File: src/rtl/inst_loader_pkg.sv
// ---------------------------------------------------------------------------
// inst_loader_pkg
// Shared definitions for the boot-time instruction loader and its bench:
//   WORD_W        - width of an instruction word / memory data bus
//   ST_*          - loader FSM state encoding
//   next_word_addr- byte address of the word following a given word
// ---------------------------------------------------------------------------
package inst_loader_pkg;

    localparam int WORD_W = 32;

    localparam logic [2:0] ST_IDLE  = 3'd0;
    localparam logic [2:0] ST_RECV  = 3'd1;
    localparam logic [2:0] ST_WRITE = 3'd2;
    localparam logic [2:0] ST_DONE  = 3'd3;
    localparam logic [2:0] ST_ERR   = 3'd4;

    // Word addresses step by four bytes and simply wrap at 2^32.
    function automatic logic [WORD_W-1:0] next_word_addr(input logic [WORD_W-1:0] addr);
        return addr + 32'd4;
    endfunction

endpackage

File: src/rtl/inst_loader_if.sv
// ---------------------------------------------------------------------------
// inst_loader_if
// Bundles the loader's serial byte stream and its instruction-memory write
// port.
//   byte_valid/byte_data/byte_ready - byte stream, transfer on valid & ready
//   mem_we/mem_addr/mem_wdata       - one-cycle word write to memory
// Modports:
//   master - the loader: consumes bytes, drives the memory write port
//   slave  - the environment: supplies bytes, observes memory writes
// ---------------------------------------------------------------------------
interface inst_loader_if;
    import inst_loader_pkg::*;

    logic              byte_valid;
    logic [7:0]        byte_data;
    logic              byte_ready;
    logic              mem_we;
    logic [WORD_W-1:0] mem_addr;
    logic [WORD_W-1:0] mem_wdata;

    modport master (
        input  byte_valid,
        input  byte_data,
        output byte_ready,
        output mem_we,
        output mem_addr,
        output mem_wdata
    );

    modport slave (
        output byte_valid,
        output byte_data,
        input  byte_ready,
        input  mem_we,
        input  mem_addr,
        input  mem_wdata
    );

endinterface

File: src/rtl/inst_loader_byte_assembler.sv
// ---------------------------------------------------------------------------
// byte_assembler
// Packs a most-significant-byte-first stream into 32-bit words.
//   clock, reset - clock and asynchronous active-high reset
//   shift_en     - accept byte_in this cycle
//   clear        - restart packing at byte 0 of a fresh word
//   byte_in      - incoming byte
//   word_out     - assembly register with the incoming byte already merged
//                  in when shift_en is high, so the complete word is visible
//                  in the same cycle as the fourth byte
//   count        - index of the next byte within the word (0..3)
//   word_done    - fourth byte of a word is being accepted
// ---------------------------------------------------------------------------
module byte_assembler
    import inst_loader_pkg::*;
(
    input  logic              clock,
    input  logic              reset,
    input  logic              shift_en,
    input  logic              clear,
    input  logic [7:0]        byte_in,
    output logic [WORD_W-1:0] word_out,
    output logic [1:0]        count,
    output logic              word_done
);

    logic [WORD_W-1:0] asm_q;

    // Byte k of a word lands in bits [31-8k:24-8k]; the merged view is what
    // the register takes on the next edge.
    always_comb begin
        word_out = asm_q;
        if (shift_en) begin
            case (count)
                2'd0:    word_out[31:24] = byte_in;
                2'd1:    word_out[23:16] = byte_in;
                2'd2:    word_out[15:8]  = byte_in;
                default: word_out[7:0]   = byte_in;
            endcase
        end
    end

    assign word_done = shift_en && (count == 2'd3);

    // Count wraps 3 -> 0 naturally, which starts the next word.
    always_ff @(posedge clock or posedge reset) begin
        if (reset) begin
            asm_q <= '0;
            count <= 2'd0;
        end else if (clear) begin
            asm_q <= '0;
            count <= 2'd0;
        end else if (shift_en) begin
            asm_q <= word_out;
            count <= count + 2'd1;
        end
    end

endmodule

File: src/rtl/inst_loader.sv
// ---------------------------------------------------------------------------
// inst_loader
// Receives a program as a serial byte stream, packs it into 32-bit words and
// writes them to consecutive instruction-memory addresses starting at
// BASE_ADDR, holding the CPU in reset until the whole image is in place.
//   clock, reset - clock and asynchronous active-high reset
//   start        - load request, honoured only in IDLE, DONE or ERR
//   len_words    - number of words to load, sampled with start
//   bus          - byte stream in, memory write port out (master modport)
//   cpu_reset    - low only once a load has completed
//   busy         - receiving or writing
//   done         - load completed
//   error        - last request asked for more words than the memory holds
// ---------------------------------------------------------------------------
module inst_loader
    import inst_loader_pkg::*;
#(
    parameter int              MEM_WORDS = 256,
    parameter logic [WORD_W-1:0] BASE_ADDR = 32'h0000_0000
)
(
    input  logic         clock,
    input  logic         reset,
    input  logic         start,
    input  logic [15:0]  len_words,
    inst_loader_if.master bus,
    output logic         cpu_reset,
    output logic         busy,
    output logic         done,
    output logic         error
);

    localparam logic [31:0] MEM_WORDS_W = 32'(MEM_WORDS);

    logic [2:0]        state;
    logic [15:0]       len_q;
    logic [15:0]       word_cnt;
    logic [WORD_W-1:0] addr_q;

    logic [WORD_W-1:0] asm_word;
    logic [1:0]        asm_count;
    logic              word_done;
    logic              shift_en;
    logic              asm_clear;
    logic              can_start;
    logic              len_too_big;
    logic              len_zero;
    logic              last_word;

    // Request decode shared by the FSM and the assembler clear.
    always_comb begin
        can_start   = start && ((state == ST_IDLE) || (state == ST_DONE) || (state == ST_ERR));
        len_too_big = ({16'd0, len_words} > MEM_WORDS_W);
        len_zero    = (len_words == 16'd0);
        asm_clear   = can_start && !len_too_big && !len_zero;
        shift_en    = (state == ST_RECV) && bus.byte_valid;
        last_word   = (({1'b0, word_cnt} + 17'd1) == {1'b0, len_q});
    end

    byte_assembler u_byte_assembler (
        .clock     (clock),
        .reset     (reset),
        .shift_en  (shift_en),
        .clear     (asm_clear),
        .byte_in   (bus.byte_data),
        .word_out  (asm_word),
        .count     (asm_count),
        .word_done (word_done)
    );

    // Status outputs are pure state decodes; byte_ready follows RECV so a
    // byte offered during WRITE simply waits for the next word.
    always_comb begin
        bus.byte_ready = (state == ST_RECV);
        busy           = (state == ST_RECV) || (state == ST_WRITE);
        done           = (state == ST_DONE);
        error          = (state == ST_ERR);
        cpu_reset      = (state != ST_DONE);
    end

    // Main FSM. The memory port registers load on entry to WRITE so that
    // mem_we, mem_addr and mem_wdata line up for exactly the WRITE cycle and
    // keep their values afterwards. The count qualifier keeps a stray flag
    // from ever writing a partial word.
    always_ff @(posedge clock or posedge reset) begin
        if (reset) begin
            state         <= ST_IDLE;
            len_q         <= 16'd0;
            word_cnt      <= 16'd0;
            addr_q        <= BASE_ADDR;
            bus.mem_we    <= 1'b0;
            bus.mem_addr  <= BASE_ADDR;
            bus.mem_wdata <= '0;
        end else begin
            bus.mem_we <= 1'b0;
            case (state)
                ST_IDLE, ST_DONE, ST_ERR: begin
                    if (can_start) begin
                        if (len_too_big) begin
                            state <= ST_ERR;
                        end else if (len_zero) begin
                            state <= ST_DONE;
                        end else begin
                            state    <= ST_RECV;
                            len_q    <= len_words;
                            word_cnt <= 16'd0;
                            addr_q   <= BASE_ADDR;
                        end
                    end
                end
                ST_RECV: begin
                    if (word_done && (asm_count == 2'd3)) begin
                        state         <= ST_WRITE;
                        bus.mem_we    <= 1'b1;
                        bus.mem_addr  <= addr_q;
                        bus.mem_wdata <= asm_word;
                    end
                end
                ST_WRITE: begin
                    addr_q   <= next_word_addr(addr_q);
                    word_cnt <= word_cnt + 16'd1;
                    state    <= last_word ? ST_DONE : ST_RECV;
                end
                default: begin
                    state <= ST_IDLE;
                end
            endcase
        end
    end

endmodule

File: src/flat_wrapper.sv
// flat-port wrapper written by rule: the top's interface ports become plain ports
module inst_loader_flat import inst_loader_pkg::*;
#(
    parameter int              MEM_WORDS = 256,
    parameter logic [WORD_W-1:0] BASE_ADDR = 32'h0000_0000
)
  (clock, reset, start, len_words, cpu_reset, busy, done, error, bus_byte_valid, bus_byte_data, bus_byte_ready, bus_mem_we, bus_mem_addr, bus_mem_wdata);
  inst_loader_if bus_i ();
  input  logic clock;
  input  logic reset;
  input  logic start;
  input  logic [15:0] len_words;
  output logic cpu_reset;
  output logic busy;
  output logic done;
  output logic error;
  input wire logic [$bits(bus_i.byte_valid)-1:0] bus_byte_valid;
  input wire logic [$bits(bus_i.byte_data)-1:0] bus_byte_data;
  output wire logic [$bits(bus_i.byte_ready)-1:0] bus_byte_ready;
  output wire logic [$bits(bus_i.mem_we)-1:0] bus_mem_we;
  output wire logic [$bits(bus_i.mem_addr)-1:0] bus_mem_addr;
  output wire logic [$bits(bus_i.mem_wdata)-1:0] bus_mem_wdata;
  assign bus_i.byte_valid = bus_byte_valid;
  assign bus_i.byte_data = bus_byte_data;
  assign bus_byte_ready = bus_i.byte_ready;
  assign bus_mem_we = bus_i.mem_we;
  assign bus_mem_addr = bus_i.mem_addr;
  assign bus_mem_wdata = bus_i.mem_wdata;
  inst_loader #(.MEM_WORDS(MEM_WORDS), .BASE_ADDR(BASE_ADDR)) u_core (.clock(clock), .reset(reset), .start(start), .len_words(len_words), .bus(bus_i), .cpu_reset(cpu_reset), .busy(busy), .done(done), .error(error));
endmodule
File: config.mk
export PLATFORM = sky130hd
export DESIGN_NAME = inst_loader_flat
export DESIGN_NICKNAME = d
export VERILOG_FILES = /design/src/rtl/inst_loader_pkg.sv /design/src/rtl/inst_loader_if.sv /design/src/rtl/inst_loader_byte_assembler.sv /design/src/rtl/inst_loader.sv /design/src/flat_wrapper.sv
export SDC_FILE = /design/constraint.sdc
export NUM_CORES = 1
export LEC_CHECK = 0
export BUFFER_PORTS_ARGS = -buffer_cell sky130_fd_sc_hd__buf_2
export CAP_MARGIN = 0
export CORE_AREA = 3 3 118 120
export CTS_CLUSTER_DIAMETER = 100
export DETAILED_ROUTE_END_ITERATION = 16
export DIE_AREA = 0 0 121 123
export GPL_ROUTABILITY_DRIVEN = 0
export PLACE_DENSITY = 0.8
export SLEW_MARGIN = 30
export SYNTH_ARGS = -nofsm -noshare
export SYNTH_HDL_FRONTEND = slang
export SYNTH_SLANG_ARGS = --single-unit
File: constraint.sdc
create_clock -name clock -period 5.8 [get_ports clock]
set_input_delay 0.58 -clock clock [delete_from_list [all_inputs] [get_ports clock]]
set_output_delay 0.58 -clock clock [all_outputs]
set_load 0.03 [all_outputs]
# ---- Word level (Yosys, flattened, before mapping)
# Index checks and enable logic that the tools add are counted.
dict set report word_totals {
  regBits 166
  input_bits 28
}
dict set report op_classes {
  addsub 4
  n_lt_le_gt_ge 1
  eq_ne 13
  mux 25
  bitwise 2
  reduce_logical 22
}
# op n
set ops {}
lappend ops {{two-way mux 32 bit} 6}
lappend ops {{case mux 32 bit (2 select lines)} 1}
lappend ops {{two-way mux 16 bit} 3}
lappend ops {{adder 32 x 3 -> 32 bit, second input constant} 1}
lappend ops {{two-way mux 8 bit} 4}
lappend ops {{case mux 16 bit (2 select lines)} 1}
lappend ops {{adder 16 x 1 -> 17 bit, second input constant} 1}
lappend ops {{equality test 17 x 16 -> 1 bit} 1}
lappend ops {{adder 16 x 1 -> 16 bit, second input constant} 1}
lappend ops {{greater-than comparator 16 x 9 -> 1 bit, second input constant} 1}
lappend ops {{zero test 16 bit} 1}
lappend ops {{two-way mux 3 bit} 3}
lappend ops {{case mux 3 bit (3 select lines)} 1}
lappend ops {{two-way mux 2 bit} 4}
lappend ops {{AND reduction 4 bit} 2}
lappend ops {{equality test 3 x 2 -> 1 bit, second input constant} 2}
lappend ops {{logical AND 1 bit} 6}
lappend ops {{OR reduction 3 bit} 2}
lappend ops {{equality test 2 bit, second input constant} 2}
lappend ops {{inequality test 2 x 1 -> 1 bit, second input constant} 2}
lappend ops {{inequality test 2 bit, second input constant} 2}
lappend ops {{AND reduction 2 bit} 2}
lappend ops {{nonzero test 2 bit} 2}
lappend ops {{equality test 3 x 1 -> 1 bit, second input constant} 1}
lappend ops {{other kinds (10)} 15}

# ---- Depth between registers and ports, before layout
# Gate-level depths: netlist of the first run.
dict set report logic_depth {
  ltp_word 7
  mapped_depth 9
  mapped_depth_nobuf 7
}

# ---- Modules after synthesis
# From an unflattened synthesis of the first run, not the netlist that was laid out.
dict set report unflattened {
  cells_unflattened 711
  area_unflattened_um2 7962.6
}
# module n_inst cells_each area_each_um2 seq_area_each_um2
set modules_own_cells {}
lappend modules_own_cells {inst_loader 1 544 5947.0 3203.1}
lappend modules_own_cells {byte_assembler 1 167 2015.7 850.8}

# ---- Worst setup path before layout of the first run
# OpenSTA, ideal clock, no wires.
dict set report synth_timing {
  kind {input -> register}
  start {in len_words[1]}
  end {reg u_core.addr_q[10]}
  setup_ns 0.125
  t_arrival_ns 2.329
  setup_slack_ns 3.346
  cell_stages 7
  n_path_buf 1
  path_cell_list {nor4_2 nand2_2 or4_1 o31a_1 buf_2 nand4_1 mux2_2}
}
dict set report synth_between {
  elab_chain_len 3
  word_cells_on_any_way 5
  cone_classes {1 x order compare; 2 x eq/ne; 2 x reduce/logical}
}
# item line
set synth_lines {}
lappend synth_lines {{start, declared} flat_wrapper.sv:12} ;# input logic [15:0] len_words;
lappend synth_lines {{greater-than comparator 16 x 9 -> 1 bit / zero test 16 bit (equally long branches)} {inst_loader.sv:53, inst_loader.sv:54}}
lappend synth_lines {{inequality test 2 bit (no line)} --}
lappend synth_lines {{AND reduction 4 bit (no line) (*)} --}
lappend synth_lines {{end signal, assigned} inst_loader.sv:120} ;# addr_q <= next_word_addr(addr_q);
lappend synth_lines {{end, declared} inst_loader.sv:38} ;# logic [WORD_W-1:0] addr_q;
# Every way passes the cells marked *; elsewhere a longest branch is shown, timed or not.
# A chain may end at the register's enable or synchronous reset.

# ---- Worst setup path in the final report of the first run
dict set report layout_timing {
  start {reg u_core.state[1]}
  end {reg u_core.addr_q[10]}
}
dict set report layout_between {
  elab_chain_len 6
  word_cells_on_any_way 14
  cone_classes {6 x eq/ne; 1 x mux; 7 x reduce/logical}
}
# item line
set layout_lines {}
lappend layout_lines {{start, declared} inst_loader.sv:35} ;# logic [2:0] state;
lappend layout_lines {{start signal, assigned} inst_loader.sv:122} ;# state <= last_word ? ST_DONE : ST_RECV;
lappend layout_lines {{equality test 3 x 2 -> 1 bit / zero test 3 bit (equally long branches)} {inst_loader.sv:52, inst_loader.sv:96}}
lappend layout_lines {{logical OR 1 bit (2 in series)} inst_loader.sv:52} ;# can_start = start && ((state == ST_IDLE) || (state == ST_DONE) || (state == ST_ERR));
lappend layout_lines {{logical AND 1 bit} inst_loader.sv:52}
lappend layout_lines {{inequality test 2 x 1 -> 1 bit (no line)} --}
lappend layout_lines {{AND reduction 4 bit (no line)} --}
# Parallel ways exist; a longest one is shown, timed or not.

==> metrics.md, run 1 <==
| Metric | Value |
|---|---|
| Post-DRT Antenna Nets | 0 |
| Max Slew Vio Count | 0 |
| Post-Route Utilization | 66.2% |
| Overflow after GRT | 0 |
| Clock share of power | about two fifths |
| R2R cell count | 6 |
| Seq pwr share | between 40% and 50% |
| WHS | ~0.3 ns |
| Sequential element share of the synthesized area | 54.3% |
| DR vias | between 5000 and 6000 |
| Initial DRC Count | 452 |
| Worst path depth | 6 |
| Max_cap viols | 0 |
| Critical-path maximum fanout | 23 |
| Slew @ Worst Pin | 0.747 ns |
| Distinct cells, synth | 58 |
| Die area | approximately 15000 um2 |
| Crit path cell chain | inv_1, nor3_4, buf_4, o31a_1, nand4_1, mux2_2 |
| Clock sinks | approximately 160 |
| EDFF count, synth | 0 |
| Die width | 121 um |
| Post-CTS setup buffers | 0 |
| Diode count | 0 |
| Clock buffer count from CTS | 17 |
| Finished Layout Cells | a little over 1000 |
| Row count | 42 |
| Final hold vios | 0 |
| Worst path max stage delay | ~0.6 ns |
| Drt first pass iters | 5 |
| # DRC | 0 |
| RR Startpoint | u_core.state[1] |
| First-pass GRT wire length | approximately 27 mm |
| Setup TNS | 0 ns |
| Rel. slew slack | 49.9% |
| Total track usage | between 20% and 30% |
| Largest net degree at the start of global routing | roughly 110 |
| Fin crit share | between 40% and 50% |
| Inst Count DP | between 900 and 1000 |
| CTS Buffer Depth | 2 |
| Crit path from | u_core.state[1] |
| Resize count post-CTS | 0 |
| CP endpoint kind | flop |
| Initial antenna violation count | 0 |
| Register bit total from synthesis | between 150 and 200 |
| Most used DFF post-synth | dfrtp_1 |
| Clock latency on the worst-skew pair | 0.43 ns |
| Die height | ~120 um |
| # H-tree levels | 4 |
| Clk root buf | clkbuf_16 |
| Cell count after synthesis | 761 |
| Worst setup SP type | flop |
| Final WL | roughly 17 mm |
| Switch share | 27.4% |
| Synth async-reset ratio | 100% |
| Worst path arrival time | approximately 3.1 ns |
| Synthesized area | between 7000 and 8000 um2 |
| Combinational power share | around an eighth |
| Final min period | 2.79 ns |
| PwrDens | between 300 and 400 nW/um2 |
| Max Clock Freq | roughly 360 MHz |
| Commonest cells after routing, fill and taps aside | dfrtp_1, nand2_1, buf_2, o21ai_0, nor2_1 |
| RSZ-0062 raised after global routing | false |
| Cell-internal power | around 2000 uW |
| Dpl cell area | 8070 um2 |
| Number of buffers added on ports | 95 |
| Clock skew | ~0.0073 ns |
| Crit path max-delay family | simple AND/OR/NAND/NOR gates |
| Maximum VDD drop | between 0.15 and 0.2 mV |
| Worst path buffer plus inverter count | 2 |
| Final setup fails | 0 |
| WL/cell | around 16 um |
| Nets | roughly 870 |
| Switch Pwr | between 700 and 800 uW |
| Initial cell density of the core | 57.1% |
| Worst Path Class, Setup | flop to flop |
| Area added between synthesis and finish | 16.0% |
| Post-Syn Area per Cell | 9.82 um2 |
| Final HPWL DP | about 11 mm |
| Status | finished clean |
| Worst Hold Class | input port to asynchronous set/reset pin |
| I/O pins | slightly below 100 |
| Vias in the first global route | roughly 5600 |
| Static leakage | around 0.0044 uW |
| Slowest-stage cell, CP | nor3_4 |
| Clock slew seen by the registers of the worst setup and hold paths | about 0.070 ns |
| Layout cell share with drive strength beyond 1 | a little under a fifth |
| WP data required | 6.11 ns |
| Final instance area | around 8700 um2 |
| FF-to-FF End | u_core.addr_q[10] |
| Core Box Area | ~13000 um2 |
| TritonCTS clock tree | built |
| Crit path to | u_core.addr_q[10] |
| Synth warn | 0 |
| CTS Hold Bufs | 0 |
| Flop2flop setup slack | 3.01 ns |
| DR vias/cell | between 5 and 6 |
| Commonest non-fill, non-tap cell in the layout | dfrtp_1 |
flip-flops by register name, indices dropped and copies added (netlist names):
signal                         count
u_core.u_byte_assembler.asm_q     32
u_core.addr_q                     30
u_core.state                       3
u_core.bus.mem_addr               30
u_core.word_cnt                   16
u_core.bus.mem_we                  1
u_core.bus.mem_wdata              32
u_core.len_q                      16
u_core.u_byte_assembler.count      2
power by group through the flow:
stage          Clock [uW]  Combinational [uW]  Sequential (uW)
6_report             1090                 329             1300
5_1_grt              1150                 370             1320
4_1_cts              1100                 332             1300
3_5_place_dp            0                 328             1320
3_3_place_gp            0                 313             1320
2_1_floorplan           0                 185             1360
cell usage after synthesis, drive strengths merged (5+ instances only):
library cell	number	share of area (%)
or3	5	0.42
nand2	158	8.0
a31oi	14	1.2
dfrtp	162	54
nor3	9	0.67
o21ai	76	5.1
and2	12	1.0
clkbuf	28	1.4
xor2	8	0.94
xnor2	18	2.1
and3	10	0.84
and4	6	0.70
nand4	12	1.0
nor4	9	1.1
ha	7	1.2
o31ai	12	1.2
mux2	10	1.5
buf	17	1.1
a21oi	24	1.6
mux2i	34	4.6
or4	6	0.60
nand3	16	1.2
inv	11	0.55
nor2	59	3.0
final cells by class:
class	instances	area, um2
Inverter	12	52.6
Tap cell	176	220
Fill cell	1009	4420
Multi-Input combinational cell	543	3220
Timing Repair Buffer	103	536
Clock inverter	11	105
Clock buffer	21	480
Sequential cell	162	4050
worst min path at each step:
stage / endpoint / slack, ns / start
detailed placement: u_core.bus.mem_addr[20] / 0.46 / u_core.bus.mem_addr[20]
floorplan: u_core.bus.mem_addr[28] / 0.47 / u_core.addr_q[28]
CTS: u_core.len_q[3] / 0.40 / len_words[3]
global placement: u_core.bus.mem_addr[16] / 0.46 / u_core.bus.mem_addr[16]
global route: u_core.bus.mem_wdata[28] / 0.36 / reset
finish: u_core.bus.mem_wdata[28] / 0.30 / reset
routing by layer:
layer  global-route usage [%]  up-vias  wire length (um)
li1                         -     2790                 -
met1                     30.4     2885              7150
met2                     38.1      194              8310
met3                     4.80       29               914
met4                     9.35        0               334
met5                        0        -                 0
through the flow:
stage / setup slack [ns] / total power, uW
floorplan: 0.843 / 1540
global placement: 2.67 / 1630
detailed placement: 2.55 / 1650
CTS: 2.63 / 2740
global route: 2.87 / 2830
finish: 3.01 / 2720
worst register-to-register path, delay by kind of cell, from the launching register on:
kind	cells	cell delay, ns
buf+inv	2	0.60
mux	1	0.29
simple gates	2	0.76
compound gates	1	0.47
flops	1	0.56
cells by family (layout without fill, tap and decap cells):
| family | count (synthesis) | count (layout) | synth area share [%] |
|---|---|---|---|
| AND/OR/NAND/NOR | 314 | 314 | 19.8 |
| flip-flops | 162 | 162 | 54.3 |
| AO/OA/AOI/OAI | 150 | 150 | 12.5 |
| buffers and inverters | 57 | 147 | 3.15 |
| multiplexers | 44 | 44 | 6.06 |
| XOR/XNOR | 26 | 26 | 3.05 |
| adder cells (fa/ha/maj) | 7 | 7 | 1.17 |
| other | 1 | 2 | 0.0502 |
Note: power is estimated with default switching activity, not from simulation.
==> run 2, diff against run 1 <==
==> constraint.sdc (replaced) <==
create_clock -name clock -period 2.7 [get_ports clock]
set_input_delay 0.27 -clock clock [delete_from_list [all_inputs] [get_ports clock]]
set_output_delay 0.27 -clock clock [all_outputs]
set_load 0.03 [all_outputs]
==> run 2 against run 1 <==
Effect of this change: clock power up 120%; global-route usage up 0.93 points; total power up 120%; clock-buffer cell count down 3; sequential power up 120%; via count up 2.1%; wire length up 3.0%; critical path depth up 1; non-clock buffer count up 11; fmax up 9.2%; first-iteration DRC count up 13%; core utilization up 0.96 points.
==> metrics.md, run 2 (synthesized netlist as in run 1, its figures left out) <==
| Metric | Value |
|---|---|
| Max Slew Vio Count | 0 |
| Clock slew seen by the registers of the worst setup and hold paths | approximately 0.060 ns |
| Final setup fails | 0 |
| Inst Count DP | 1007 |
| Final min period | about 2.6 ns |
| Largest net degree at the start of global routing | around 160 |
| Drt first pass iters | 5 |
| Worst Hold Class | input port to asynchronous set/reset pin |
| Filler cells | 988 |
| Static leakage | between 0.004 and 0.005 uW |
| Die height | 123 um |
| Maximum VDD drop | 0.404 mV |
| Initial DRC Count | just over 500 |
| R2R cell count | 7 |
| Total track usage | between 20% and 30% |
| TritonCTS clock tree | built |
| CP dominant cell by count | and3_1 |
| Top flop regs | u_core.bus.mem_wdata (32), u_core.u_byte_assembler.asm_q (32) |
| CTS Hold Bufs | 0 |
| Layout cell share with drive strength beyond 1 | about 20% |
| Clock skew | approximately 0.0095 ns |
| Die width | roughly 120 um |
| Clk root buf | clkbuf_16 |
| Pre-CTS setup slack | around 0.11 ns |
| Clock sinks | 162 |
| WP data required | 3.05 ns |
| CP endpoint kind | flop |
| Crit path cell chain | ha_1, and3_1, and3_1, and4_1, o311ai_4, or4_1, a21oi_1 |
| Worst path buffer plus inverter count | 0 |
| DR vias | roughly 6000 |
| Multi-input gate area | between 3000 and 4000 um2 |
| Slowest-stage cell, CP | or4_1 |
| Status | finished clean |
| Row count | 42 |
| Max Clock Freq | 392 MHz |
| Setup TNS | 0 ns |
| Die area | 14900 um2 |
| Rel. slew slack | a little over two fifths |
| Register area | slightly above 4000 um2 |
| # DRC | 0 |
| CTS Buffer Depth | 2 |
| Initial cell density of the core | ~57% |
| Finished Layout Cells | 1040 |
| Area added between synthesis and finish | 17.7% |
| Commonest cells after routing, fill and taps aside | dfrtp_1, nand2_1, buf_2, o21ai_0, nor2_1 |
| Max_cap viols | 0 |
| # H-tree levels | 4 |
| Core Box Area | about 13000 um2 |
| Worst Path Class, Setup | flop to flop |
| Final hold vios | 0 |
| Final WL | ~17 mm |
| Post-CTS setup buffers | 0 |
| PwrDens | 667 nW/um2 |
| First-pass GRT wire length | between 20 and 30 mm |
| Number of buffers added on ports | 95 |
| I/O pins | between 90 and 100 |
| Vias in the first global route | 5873 |
| FF-to-FF End | u_core.addr_q[30] |
| Critical-path maximum fanout | 10 |
| Resize count post-CTS | 0 |
| Crit path max-delay family | simple AND/OR/NAND/NOR gates |
| Worst setup SP type | flop |
| Worst path arrival time | 2.90 ns |
| Initial antenna violation count | 2 |
| Worst path max stage delay | 0.55 ns |
| Final HPWL DP | around 12 mm |
| Final worst setup slack | roughly 0.15 ns |
| Clock latency on the worst-skew pair | approximately 0.43 ns |
| RSZ-0062 raised after global routing | false |
| Clock buffer count from CTS | 17 |
| RR Startpoint | u_core.addr_q[2] |
| Slew @ Worst Pin | 0.872 ns |
| Fin crit share | around 95% |
| Commonest non-fill, non-tap cell in the layout | dfrtp_1 |
| WL/cell | ~17 um |
| Overflow after GRT | 0 |
| Nets | approximately 890 |
| Flop2flop setup slack | about 0.15 ns |
| Post-DRT Antenna Nets | 0 |
| DR vias/cell | between 5 and 6 |
run 2: changes by cell type in the layout (fill, tap and decap cells not counted), sizes merged:
cell      before  now
buf          103  114
clkbuf        21   18
clkinv         7    5
clkinvlp       4    3
diode          0    1
inv           11   17
run 2: final cells by class:
type,count,share of cell area (%)
Sequential cell,162,46.1
Multi-Input combinational cell,543,36.6
Timing Repair Buffer,114,7.60
Clock buffer,18,5.00
Tap cell,176,2.50
Clock inverter,14,1.65
Inverter,12,0.555
Antenna cell,1,0.0285
run 2: where the power goes:
| part | total, uW | switching (uW) | internal, uW | leakage, uW |
|---|---|---|---|---|
| Clock | 2360 | 1040 | 1320 | 0.000284 |
| Combinational | 705 | 455 | 250 | 0.00208 |
| Sequential | 2800 | 170 | 2630 | 0.00211 |
| Total | 5870 | 1660 | 4210 | 0.00448 |
run 2: layer usage:
| layer | GRT usage [%] | share of wire, % | up-vias |
|---|---|---|---|
| li1 | - | - | 2815 |
| met1 | 29.7 | 41 | 2966 |
| met2 | 40.9 | 51 | 203 |
| met3 | 5.72 | 5.8 | 36 |
| met4 | 10.5 | 2.5 | 2 |
| met5 | 0 | 0.076 | - |
run 2: how the worst max path moves through the flow:
stage	cells after the start	end	slack [ns]	start
global placement	7	u_core.addr_q[28]	0.23	len_words[1]
detailed placement	7	u_core.addr_q[30]	0.11	len_words[1]
global route	7	u_core.addr_q[28]	0.008	u_core.addr_q[3]
CTS	7	u_core.addr_q[30]	0.13	u_core.addr_q[2]
finish	7	u_core.addr_q[30]	0.15	u_core.addr_q[2]
floorplan	1	u_core.addr_q[10]	0.37	reset
run 2: stage by stage:
step                      hold slack [ns]  power, uW  utilization, %  cell area, um2
after CTS                          0.0827       5910            67.2            8790
after global placement              0.454       3500            62.7            8210
after floorplan                     0.420       3320               -            7480
final                              0.0404       5870            67.2            8790
after detailed placement            0.458       3550            62.7            8210
after global routing               0.0899       6140            67.2            8790
run 2: tightest hold or removal path: stages:
cell,delay [ns]
buf_2,0.11
clkinvlp_4,0.07
buf_12,0.54
